[src/rtl/clock_lock_seq.sv]
// Lock-qualified reset sequencer with divided clock-enable strobes.
// Runs in the PLL output domain and counts lock losses seen in RUN.
module clock_lock_seq #(
  parameter int SYNC_STAGES   = 2,
  parameter int STABLE_CYCLES = 16,
  parameter int RST_HOLD      = 8,
  parameter int CH            = 2,
  parameter int DIV_W         = 8,
  parameter logic [CH*DIV_W-1:0] DIVS = {8'd5, 8'd1},
  parameter int CNT_W         = 8
) (
  input  logic             clk,
  input  logic             rst,
  input  logic             pll_locked,
  input  logic             lost_clr,
  output logic             rst_out,
  output logic             locked,
  output logic [CH-1:0]    clk_en,
  output logic             lock_lost,
  output logic [CNT_W-1:0] relock_cnt
);

  localparam int MAXC =
    (STABLE_CYCLES > RST_HOLD) ? STABLE_CYCLES : RST_HOLD;
  localparam int CW = $clog2(MAXC) + 1;
  localparam logic [CW-1:0] ST_LAST = CW'(STABLE_CYCLES - 1);
  localparam logic [CW-1:0] HD_LAST = CW'(RST_HOLD - 1);

  typedef enum logic [1:0] {
    WAIT_LOCK,
    STABLE,
    HOLD,
    RUN
  } state_t;

  state_t                 state;
  logic [CW-1:0]          cnt;
  logic [SYNC_STAGES-1:0] sync;
  logic                   lock_s;

  assign lock_s = sync[SYNC_STAGES-1];

  // Bring the asynchronous PLL lock into the clk domain
  always_ff @(posedge clk or posedge rst) begin
    if (rst) begin
      sync <= '0;
    end else begin
      sync <= {sync[SYNC_STAGES-2:0], pll_locked};
    end
  end

  // Qualification FSM: wait, prove stability, hold reset, run
  always_ff @(posedge clk or posedge rst) begin
    if (rst) begin
      state      <= WAIT_LOCK;
      cnt        <= '0;
      rst_out    <= 1'b1;
      locked     <= 1'b0;
      lock_lost  <= 1'b0;
      relock_cnt <= '0;
    end else begin
      if (lost_clr) begin
        lock_lost <= 1'b0;
      end
      unique case (state)
        WAIT_LOCK: begin
          cnt <= '0;
          if (lock_s) begin
            state <= STABLE;
          end
        end
        STABLE: begin
          if (!lock_s) begin
            state <= WAIT_LOCK;
            cnt   <= '0;
          end else if (cnt == ST_LAST) begin
            state <= HOLD;
            cnt   <= '0;
          end else begin
            cnt <= cnt + 1'b1;
          end
        end
        HOLD: begin
          if (!lock_s) begin
            state <= WAIT_LOCK;
            cnt   <= '0;
          end else if (cnt == HD_LAST) begin
            state   <= RUN;
            cnt     <= '0;
            rst_out <= 1'b0;
            locked  <= 1'b1;
          end else begin
            cnt <= cnt + 1'b1;
          end
        end
        RUN: begin
          cnt <= '0;
          if (!lock_s) begin
            state     <= WAIT_LOCK;
            rst_out   <= 1'b1;
            locked    <= 1'b0;
            lock_lost <= 1'b1;
            if (relock_cnt != '1) begin
              relock_cnt <= relock_cnt + 1'b1;
            end
          end
        end
        default: begin
          state   <= WAIT_LOCK;
          cnt     <= '0;
          rst_out <= 1'b1;
          locked  <= 1'b0;
        end
      endcase
    end
  end

  for (genvar i = 0; i < CH; i++) begin : g_ch
    localparam logic [DIV_W-1:0] DR = DIVS[i*DIV_W +: DIV_W];
    localparam logic [DIV_W-1:0] DL =
      (DR == '0) ? '0 : DR - DIV_W'(1);

    logic [DIV_W-1:0] div_cnt;

    // Per-channel divider, held at zero outside RUN for phase alignment
    always_ff @(posedge clk or posedge rst) begin
      if (rst) begin
        div_cnt <= '0;
      end else if (state != RUN) begin
        div_cnt <= '0;
      end else if (div_cnt == DL) begin
        div_cnt <= '0;
      end else begin
        div_cnt <= div_cnt + 1'b1;
      end
    end

    assign clk_en[i] = (state == RUN) && (div_cnt == DL);
  end

endmodule

[config.mk]
export PLATFORM = sky130hd
export DESIGN_NAME = clock_lock_seq
export DESIGN_NICKNAME = d
export VERILOG_FILES = /design/src/rtl/clock_lock_seq.sv
export SDC_FILE = /design/constraint.sdc
export NUM_CORES = 1
export LEC_CHECK = 0
export CORE_MARGIN = 1
export CORE_UTILIZATION = 30
export DETAILED_ROUTE_END_ITERATION = 16
export PLACE_DENSITY = 0.54
export SLEW_MARGIN = 30
export SYNTH_ARGS = -nofsm -noshare
export SYNTH_HDL_FRONTEND = slang
export SYNTH_SLANG_ARGS = --single-unit
[constraint.sdc]
create_clock -name clk -period 1.49 [get_ports clk]
set_clock_uncertainty 0.1 [all_clocks]
set_input_delay 0.298 -clock clk [delete_from_list [all_inputs] [get_ports clk]]
set_output_delay 0.298 -clock clk [all_outputs]
set_load 0.005 [all_outputs]
# After elaboration in Yosys (flattened, before gate mapping)
# Index checks and enable logic that the tools add are counted.
dict set report word_totals {
  regBits 36
  inputBits 4
  word_cells 64
}
dict set report classes {
  add_sub_neg 4
  n_eq_ne 14
  muxes 27
  n_bitwise 1
  n_reduce_logical 9
}
# cell n
set ops {}
lappend ops {{two-way mux 8 bit} 4}
lappend ops {{adder 8 x 1 -> 8 bit (second input constant)} 3}
lappend ops {{two-way mux 5 bit} 4}
lappend ops {{case mux 5 bit (3 select lines)} 1}
lappend ops {{two-way mux 2 bit} 6}
lappend ops {{inequality test 2 bit (second input constant)} 5}
lappend ops {{two-way mux 1 bit} 9}
lappend ops {{equality test 8 x 3 -> 1 bit (second input constant)} 1}
lappend ops {{logical NOT 8 bit} 1}
lappend ops {{inequality test 8 bit (second input constant)} 1}
lappend ops {{case mux 2 bit (4 select lines)} 1}
lappend ops {{AND reduction 4 bit} 2}
lappend ops {{inequality test 3 bit (second input constant)} 2}
lappend ops {{adder 5 x 1 -> 5 bit (second input constant)} 1}
lappend ops {{equality test 5 x 3 -> 1 bit (second input constant)} 1}
lappend ops {{equality test 5 x 4 -> 1 bit (second input constant)} 1}
lappend ops {{equality test 2 bit (second input constant)} 2}
lappend ops {{case mux 1 bit (2 select lines)} 2}
lappend ops {{AND reduction 3 bit} 1}
lappend ops {{equality test 2 x 1 -> 1 bit (second input constant)} 1}
lappend ops {{logical AND 1 bit} 2}
lappend ops {{logical NOT 2 bit} 1}
lappend ops {{nonzero test 2 bit} 1}
lappend ops {{OR reduction 2 bit} 1}
lappend ops {{inverter 1 bit} 1}

# Longest topological paths before layout
# Gate-level depths: netlist of the first run.
dict set report depth {
  depth_word 4
  ltp_mapped 7
}

# Least setup slack after synthesis of the first run
# Ideal clock, no wire load.
dict set report synth_path {
  path_kind {register -> register}
  start {register relock_cnt[0]}
  end {register relock_cnt[6]}
  setup_time_ps 127
  arrival_time_ps 1222
  required_ps 1263
  slack_ps 41
  path_stages_with_launch 6
  path_buffers 0
  cell_sequence {dfrtp_1 -> ha_1 -> nand2_1 -> nor2_2 -> nand4_1 -> mux2_1}
}
dict set report synth_via {
  elab_chain_len 2
  word_cells_on_any_way 3
  cone_classes {add/sub: 1; eq/ne: 1; reduce/logical: 1}
}
# item line_no
set synth_lines {}
lappend synth_lines {{start: declaration} 20} ;# output logic [CNT_W-1:0] relock_cnt
lappend synth_lines {{start signal: assignment} 104} ;# relock_cnt <= relock_cnt + 1'b1;
lappend synth_lines {{parallel branches: the longest is 2 deep, another holds adder 8 x 1 -> 8 bit} -}
# Several ways; the timed one is not identified.
# A chain may end at the register's enable or synchronous reset.

# Worst setup path after layout of the first run
dict set report layout_path {
  start {register g_ch[1].div_cnt[1]}
  end {output clk_en[1]}
}
dict set report layout_via {
  elab_chain_len 2
}
# item line_no
set layout_lines {}
lappend layout_lines {{start: declaration} 123} ;# logic [DIV_W-1:0] div_cnt;
lappend layout_lines {{start signal: assignment} 134} ;# div_cnt <= div_cnt + 1'b1;
lappend layout_lines {{equality test 8 x 3 -> 1 bit} 138} ;# assign clk_en[i] = (state == RUN) && (div_cnt == DL);
lappend layout_lines {{logical AND 1 bit} 138}
lappend layout_lines {{end: declaration} 18} ;# output logic [CH-1:0] clk_en,
# No other way between the ends.

==> results of run 1 <==
==> worst max-delay path by stage <==
stage | from | to | slack [ns] | depth (start not counted)
after floorplan | relock_cnt[0] | relock_cnt[6] | 0.04 | 5
after global placement | g_ch[1].div_cnt[0] | clk_en[1] | -0.38 | 6
after detailed placement | g_ch[1].div_cnt[0] | clk_en[1] | -0.42 | 6
after CTS | g_ch[1].div_cnt[0] | clk_en[1] | -0.30 | 6
after global routing | g_ch[1].div_cnt[1] | clk_en[1] | -0.41 | 6
final | g_ch[1].div_cnt[1] | clk_en[1] | -0.30 | 6
==> flip-flops by register name, indices dropped and copies added (netlist names) <==
register and flops:
g_ch.div_cnt 16, lock_lost 1, sync 2, cnt 5, locked 1, rst_out 1
relock_cnt 8, state 2
==> per-layer routing <==
metal | track usage [%] | vias to the layer above | wire, um
met1 | 15.68 | 670 | 1702
met3 | 3.529 | 11 | 122
met2 | 20.35 | 24 | 1694
met4 | 6.792 | 0 | 103
li1 | - | 700 | -
met5 | 0 | - | 0
==> worst register-to-register path, delay by kind of cell (launching register included) <==
family | cells | cell delay, ns
DFF | 1 | 0.37
buffers and inverters | 1 | 0.24
muxes | 1 | 0.32
and+or+nand+nor | 3 | 0.40
==> layout by cell type, fill, tap and decap left out, types with 2 or more instances in the layout <==
| master | n |
|---|---|
| buf_4 | 46 |
| dfrtp_1 | 35 |
| nor2_1 | 22 |
| nand3_1 | 15 |
| inv_1 | 12 |
| xor2_1 | 11 |
| dlygate4sd2_1 | 9 |
| a21oi_1 | 6 |
| xnor2_1 | 5 |
| and3_1 | 5 |
| clkbuf_8 | 5 |
| o21ai_0 | 4 |
| nand2_1 | 3 |
| nor2_2 | 3 |
| ha_1 | 3 |
| ha_2 | 3 |
| clkdlybuf4s50_1 | 3 |
| nand2_4 | 2 |
| nor2_4 | 2 |
| nand3_2 | 2 |
| inv_2 | 2 |
| nor3_4 | 2 |
| nor4b_4 | 2 |
| nand3_4 | 2 |
| ha_4 | 2 |
| buf_2 | 2 |
| clkdlybuf4s15_1 | 2 |
==> what timing repair did <==
action	in CTS	in global routing
pin swaps	14	12
setup endpoints to repair	32	28
setup buffers	16	6
gates resized for setup	35	21
==> final cells by class <==
class	count	area share [%]
well taps	72	3.492
clock buffers	6	2.813
repair buffers	64	19.98
flip-flops and latches	36	34.97
multi-input cells	113	35.35
clock inverters	2	1.358
inverters	14	2.037
==> power by group through the flow <==
| stage | registers (mW) | clock network (mW) | logic, mW |
|---|---|---|---|
| floorplan | 1.01 | 0 | 0.0296 |
| global placement | 1.01 | 0 | 0.0618 |
| detailed placement | 1.01 | 0 | 0.0623 |
| CTS | 0.986 | 0.872 | 0.0651 |
| global route | 0.987 | 0.930 | 0.0761 |
| finish | 0.986 | 0.854 | 0.0667 |
==> cell families (layout without fill, tap and decap cells) <==
| logic type | count (synthesis) | after routing |
|---|---|---|
| DFF | 36 | 36 |
| and+or+nand+nor | 67 | 67 |
| xor gates and xnor gates | 16 | 16 |
| adders and majority gates | 8 | 8 |
| AOI/OAI and AO/OA | 19 | 19 |
| buffers and inverters | 16 | 86 |
| muxes | 3 | 3 |
==> flow_summary.ini, run 1 <==
[clocking]
clockBufferDepth = 2
htree_levels = 2
cts_root_buf = clkbuf_8
cts_hold_buf = 0
cts_made_buffers = 5
cts_num_sinks = 36
cts.clk_slew.worst_paths_ns = 0.07
cts_tree = built
clock_latency_ns = 0.29

[power_and_ir_drop]
p_sw_share_pct = 21.08
power_density_nw_per_um2 = 739.3
seqPwrFrac_pct = 51.7
combPwrFrac_pct = 3.5
vdd_ir_drop_max_mv = 0.3862
p_int_mw = 1.505
p_switching_uw = 402.1
p_leak_nw = 1.281
finalPower_mw = 1.907
pwr-share-clk_pct = 44.8

[placed_design]
finalWeightedCongestion = 0.7250
dp_slack_ns = -0.4151
place_hpwl_um = 2325
post_dp_cell_area_um2 = 2223
dp_cells = 285
port_buffers = 16

[finish]
postLayoutCoreUtil_pct = 46.85
final_area_um2 = 2580
fill_cells = 528
drive_gt1_share_pct = 37.87
register_area_um2 = 902.1
n_antenna_cell = 0
syn2layout_area_growth_pct = 50.18
multi_input_area_um2 = 912.1
nets = 246
stdcell_count = 307

[die]
core-area_um2 = 5507
start_util_pct = 31.20
die_area_um2 = 6033
fp.dieW_um = 77.67
io_pins = 17
rows = 27
die_h_um = 77.67

[synthesis]
yosysTopAreaCell = dfrtp_1
syn_avg_cell_area_um2 = 10.41
synthArstFlopShare_pct = 100.0
yosys-top-cells-area = dfrtp_1, ha_1, xor2_1
synth_xor_area_share_pct = 8.157
ys_ff_latch = 36
synth-edff-count = 0
synth.mux.area_fraction_pct = 1.966
syn_inst = 165
synth_nets = 177
synth_compound_area_share_pct = 6.773
synth_fa_ha_area_share_pct = 5.827
ys_warn_count = 0
synth_top_family_by_area = simple AND/OR/NAND/NOR gates
ys_seq_area_share_pct = 52.51
netlist_area_um2 = 1718
synth_common_cells = dfrtp_1, nor2_1, nand3_1
yosysMostFrequentCell = dfrtp_1
synthSimpleGateAreaFrac_pct = 20.98
synth_cell_type_count = 36
synthFlopType = dfrtp_1
synth_top_area_share_pct = 50.98

[detailed_routing]
drt-pass1-iter-count = 4
drtIter0Drc = 53
drc = 0
wirelength_um = 3623
wl_per_cell_um = 11.80
avgViaCountPerCell = 4.577
via_count = 1405
ant_nets = 0

[sta]
finalSetupTns_ns = -0.5977
setup_viol = 4
layout_setup_ws_ns = -0.3032
finalCriticalPeriod_ns = 1.793
maxSlewHeadroom_pct = 85.11
finalCritPeriodShare_pct = 120.3
rsz0062_at_grt = true
fmax_ghz = 0.5577
finalHoldViolations = 0
slew_viol_final = 0
fin_hold_ws_ns = 0.2479
worstMarginPinSlew_ns = 0.2216

[critical_path]
arrival_ns = 1.40
worst_setup_path_start_kind = register
rr_worst_depth = 5
cp_cell_sequence = inv_1 -> ha_2 -> nor4b_4 -> nand3_1 -> nor2_1 -> buf_2
worstReg2RegStart = state[1]
critical_path.max_stage_delay_ns = 0.39
r2r_slack_ns = -0.06
worstReg2RegEnd = relock_cnt[6]
crit_type = reg2out
path_max_fanout = 2
crit_slowest_cell = dfrtp_1
critPathBufInv = 2
end_kind = output pin
crit_family = flip-flops
required_ns = 1.09

[global_routing]
grt_pass1_vias = 1353
grt_pass1_wl_um = 5954
overflow = 0
grt_max_degree = 37
antenna_found_initial = 0
grt_use_total_pct = 12.78

[status]
failed_checks = setup timing
outcome = finished with violations

[run]
drv_cap = 0

[min_path]
worstHoldPathType = in2async
Power figures use the tool's default switching activity.
==> run 2: changes to the inputs <==
Settings changed: SETUP_SLACK_MARGIN set to 0.4, TNS_END_PERCENT set to 20.
==> run 2 against run 1 <==
- via count grew 0.14%
- non-clock buffer count grew 3
- sequential power is essentially flat
- hold slack gained 0.0035 ns
- the flow still finishes with violations (setup timing)
- die area is the same
- clock-buffer cell count is the same
- largest power group unchanged
==> flow_summary.ini, run 2 (synthesis results as in run 1) <==
[status]
outcome = finished with violations
failed_checks = setup timing

[power_and_ir_drop]
seqPwrFrac_pct = 55.3
pwr-share-clk_pct = 40.9
p_sw_share_pct = 22.74
vdd_ir_drop_max_mv = 0.3825
p_switching_uw = 406.0
p_leak_nw = 1.295
p_int_mw = 1.379
power_density_nw_per_um2 = 664.9
combPwrFrac_pct = 3.8

[finish]
regMostFlops = g_ch.div_cnt
final_common_cell = dfrtp_1
drive_gt1_share_pct = 46.64
final_area_um2 = 2685
syn2layout_area_growth_pct = 56.30
layout_common_cells = dfrtp_1, buf_4, buf_6, nor2_1, nand3_1
largest_register_ffs = 16
nets = 249
n_antenna_cell = 0
top_regs = g_ch.div_cnt x16, relock_cnt x8, cnt x5

[global_routing]
grt_max_degree = 37
grt_pass1_vias = 1425
grt_use_total_pct = 14.74
grt_pass1_wl_um = 6837
antenna_found_initial = 0
overflow = 0

[sta]
setup_viol = 10
worstMarginPinSlew_ns = 0.2824
fin_hold_ws_ns = 0.2513
slew_viol_final = 0
maxSlewHeadroom_pct = 81.12
finalHoldViolations = 0
rsz0062_at_grt = true
finalCriticalPeriod_ns = 2.062
layout_setup_ws_ns = -0.5715
fmax_ghz = 0.4851
finalCritPeriodShare_pct = 138.4

[die]
io_pins = 17
fp.dieW_um = 77.67
die_h_um = 77.67
core-area_um2 = 5507
die_area_um2 = 6033
rows = 27
start_util_pct = 31.20

[min_path]
hp-start = sync[0]
hold_depth = 0
worstHoldPathType = reg2reg
whs_endpoint = sync[1]

[critical_path]
critical_path.max_stage_delay_ns = 0.38
arrival_ns = 2.14
path_max_fanout = 8
cp_cell_sequence = inv_1 -> ha_2 -> nor4b_4 -> nand3_1 -> buf_4 -> buf_6 -> buf_6 -> buf_6 -> buf_6 -> buf_6 -> buf_6 -> nand3_4 -> nor2_2
crit_slowest_cell = dfrtp_1
startpoint = g_ch[1].div_cnt[1]
path_common_cell = buf_6
worstReg2RegEnd = g_ch[1].div_cnt[6]
required_ns = 1.57
end_kind = register
r2r_slack_ns = -0.57
worstReg2RegStart = g_ch[1].div_cnt[1]
worst_setup_path_start_kind = register
rr_worst_depth = 13
crit_type = reg2reg

[placed_design]
place_hpwl_um = 2412
port_buffers = 16
post_dp_cell_area_um2 = 2252
finalWeightedCongestion = 0.7353

[clocking]
clockBufferDepth = 2
cts_num_sinks = 36
cts_tree = built
cts_hold_buf = 0
htree_levels = 2
cts.clk_slew.worst_paths_ns = 0.08
cts_made_buffers = 5
cts_root_buf = clkbuf_8
clock_latency_ns = 0.29

[detailed_routing]
wirelength_um = 3821
drc = 0
drtIter0Drc = 42
avgViaCountPerCell = 4.539
via_count = 1407
drt-pass1-iter-count = 4
ant_nets = 0
wl_per_cell_um = 12.33

[run]
drv_cap = 0
==> run 2: layout make-up <==
| cell class | count | area, um2 |
|---|---|---|
| flip-flops and latches | 36 | 903.4 |
| clock inverters | 2 | 10.01 |
| fillers | 511 | 2821 |
| multi-input cells | 113 | 949.7 |
| inverters | 14 | 52.55 |
| repair buffers | 67 | 596.8 |
| well taps | 72 | 90.09 |
| clock buffers | 6 | 82.58 |
==> run 2: power groups by stage <==
stage | sequential [mW] | combinational (mW) | clock, mW
floorplan | 1.01 | 0.0299 | 0
global placement | 1.01 | 0.0633 | 0
detailed placement | 1.01 | 0.0630 | 0
CTS | 0.988 | 0.0664 | 0.757
global route | 0.988 | 0.0770 | 0.801
finish | 0.988 | 0.0672 | 0.730
==> run 2: worst max-delay path: cells and delay by family (launching register included) <==
kind | cells | cell delay [ns]
buffers and inverters | 8 | 0.85
flip-flops | 1 | 0.38
AND/OR/NAND/NOR | 4 | 0.47
adder cells (fa/ha/maj) | 1 | 0.16
==> run 2: stage by stage <==
stage                     TNS [ns]  worst slack, ns  utilization, %  power (mW)  instances
after global routing        -7.656          -0.7157           48.76       1.867        310
after floorplan                  0          0.04486               -       1.037        165
after detailed placement    -1.582          -0.4203           40.90       1.069        284
after global placement      -1.090          -0.3931           40.90       1.069        284
after CTS                   -5.008          -0.5349           47.94       1.811        310
final                       -5.151          -0.5715           48.76       1.785        310
==> run 2: how the worst max path moves through the flow <==
| stage | to | cells past startpoint |
|---|---|---|
| 2_1_floorplan | relock_cnt[6] | 5 |
| 3_3_place_gp | clk_en[1] | 6 |
| 3_5_place_dp | clk_en[0] | 6 |
| 4_1_cts | g_ch[1].div_cnt[4] | 13 |
| 5_1_grt | g_ch[1].div_cnt[7] | 13 |
| 6_report | g_ch[1].div_cnt[6] | 13 |
==> run 2: repair_timing <==
item                                    in CTS  in global routing
buffers inserted                            18                  0
gates resized for setup                     99                 13
endpoints found under the setup margin      45                 46
pin swaps                                   26                 17
==> run 2: per-layer routing <==
metal | global-route usage (%) | share of wire, %
met5 | 0 | 0
met4 | 6.226 | 1.9
met1 | 18.83 | 46
met2 | 23.81 | 49
met3 | 3.412 | 3.6
==> run 3: changes to the inputs <==
Settings changed: MAX_ROUTING_LAYER set to met4.
==> run 3 against run 2 <==
- the run still ends with setup timing left
- clock power about the same
- first-iteration DRC count decreased by 4.8%
- critical endpoint unchanged
- hold slack about the same
- setup slack unchanged
- fmax unchanged
- clock-buffer cell count is the same
- critical path type unchanged
- power decreased by 0.11%
- sequential power is essentially flat
==> flow_summary.ini, run 3 (synthesis results as in run 1) <==
[min_path]
hp-start = sync[0]
worstHoldPathType = reg2reg
hold_depth = 0
whs_endpoint = sync[1]

[finish]
syn2layout_area_growth_pct = 56.30
regMostFlops = g_ch.div_cnt
largest_register_ffs = 16
drive_gt1_share_pct = 46.64
final_common_cell = dfrtp_1
nets = 249
top_regs = g_ch.div_cnt x16, relock_cnt x8, cnt x5
layout_common_cells = dfrtp_1, buf_4, buf_6, nor2_1, nand3_1
final_area_um2 = 2685
n_antenna_cell = 0

[power_and_ir_drop]
p_sw_share_pct = 22.66
p_int_mw = 1.379
pwr-share-clk_pct = 40.8
combPwrFrac_pct = 3.8
p_leak_nw = 1.295
p_switching_uw = 404.1
seqPwrFrac_pct = 55.4
power_density_nw_per_um2 = 664.2
vdd_ir_drop_max_mv = 0.3825

[clocking]
cts.clk_slew.worst_paths_ns = 0.08
cts_made_buffers = 5
cts_num_sinks = 36
cts_tree = built
clockBufferDepth = 2
cts_hold_buf = 0
clock_latency_ns = 0.29
htree_levels = 2
cts_root_buf = clkbuf_8

[sta]
slew_viol_final = 0
fmax_ghz = 0.4851
finalCriticalPeriod_ns = 2.062
fin_hold_ws_ns = 0.2514
layout_setup_ws_ns = -0.5715
maxSlewHeadroom_pct = 81.12
finalHoldViolations = 0
finalSetupTns_ns = -5.153
finalCritPeriodShare_pct = 138.4
setup_viol = 10
worstMarginPinSlew_ns = 0.2824
rsz0062_at_grt = true

[status]
outcome = finished with violations
failed_checks = setup timing

[die]
core-area_um2 = 5507
start_util_pct = 31.20
fp.dieW_um = 77.67
rows = 27
io_pins = 17
die_h_um = 77.67
die_area_um2 = 6033

[critical_path]
worstReg2RegEnd = g_ch[1].div_cnt[6]
worstReg2RegStart = g_ch[1].div_cnt[1]
worst_setup_path_start_kind = register
rr_worst_depth = 13
required_ns = 1.57
r2r_slack_ns = -0.57
path_max_fanout = 8
crit_type = reg2reg
end_kind = register
arrival_ns = 2.14

[detailed_routing]
ant_nets = 0
wirelength_um = 3823
avgViaCountPerCell = 4.542
wl_per_cell_um = 12.33
drc = 0
drt-pass1-iter-count = 4
drtIter0Drc = 40
via_count = 1408

[global_routing]
overflow = 0
grt_max_degree = 37
grt_pass1_vias = 1426
antenna_found_initial = 0
grt_pass1_wl_um = 6831
grt_use_total_pct = 15.13

[placed_design]
place_hpwl_um = 2412
finalWeightedCongestion = 0.7443
post_dp_cell_area_um2 = 2252
port_buffers = 16

[run]
drv_cap = 0
==> run 3: cell counts in the layout (fill, tap and decap cells not counted) <==
Identical to the previous run, type by type.
==> run 3: critical path: stages (launching register included) <==
cell and delay (ns):
dfrtp_1 0.38, inv_1 0.06, ha_2 0.16, nor4b_4 0.17
nand3_1 0.13, buf_4 0.16, buf_6 0.11, buf_6 0.11
buf_6 0.10, buf_6 0.10, buf_6 0.10, buf_6 0.11
nand3_4 0.11, nor2_2 0.06
==> run 3: power by group through the flow <==
stage | Clock, mW | Sequential [mW] | Combinational (mW)
6_report | 0.728 | 0.988 | 0.0673
5_1_grt | 0.799 | 0.988 | 0.0770
4_1_cts | 0.757 | 0.988 | 0.0664
3_5_place_dp | 0 | 1.01 | 0.0630
3_3_place_gp | 0 | 1.01 | 0.0633
2_1_floorplan | 0 | 1.01 | 0.0299
==> run 3: layer usage <==
metal  global-route usage [%]  wire length [um]  part of all wire [%]
met5                        -                 0                     0
met4                    6.226                72                   1.9
met3                    3.412               139                   3.6
met2                    23.72              1862                    49
met1                    18.83              1747                    46
==> run 3: timing repair <==
item / CTS / global route
endpoints found under the setup margin: 45 / 46
buffers inserted: 18 / 0
resized for setup: 99 / 13
cloned: 0 / 0
pin swaps: 26 / 15
==> run 3: metrics by stage <==
step | std cells | setup WS (ns) | power (mW) | util (%)
floorplan | 165 | 0.04486 | 1.037 | -
global placement | 284 | -0.3931 | 1.069 | 40.90
detailed placement | 284 | -0.4203 | 1.069 | 40.90
CTS | 310 | -0.5349 | 1.811 | 47.94
global route | 310 | -0.7157 | 1.865 | 48.76
finish | 310 | -0.5715 | 1.783 | 48.76
==> run 3: final cells by class <==
| cell class | instances | area, um2 |
|---|---|---|
| inverters | 14 | 52.55 |
| repair buffers | 67 | 596.8 |
| multi-input cells | 113 | 949.7 |
| well taps | 72 | 90.09 |
| clock inverters | 2 | 10.01 |
| flip-flops and latches | 36 | 903.4 |
| clock buffers | 6 | 82.58 |
| fillers | 511 | 2821 |
==> run 3: how the worst max path moves through the flow <==
stage | cells past startpoint | to | slack (ns) | start
after floorplan | 5 | relock_cnt[6] | 0.04 | relock_cnt[0]
after global routing | 13 | g_ch[1].div_cnt[7] | -0.72 | g_ch[1].div_cnt[0]
after CTS | 13 | g_ch[1].div_cnt[4] | -0.53 | g_ch[1].div_cnt[1]
final | 13 | g_ch[1].div_cnt[6] | -0.57 | g_ch[1].div_cnt[1]
after global placement | 6 | clk_en[1] | -0.39 | g_ch[1].div_cnt[0]
after detailed placement | 6 | clk_en[0] | -0.42 | g_ch[0].div_cnt[0]
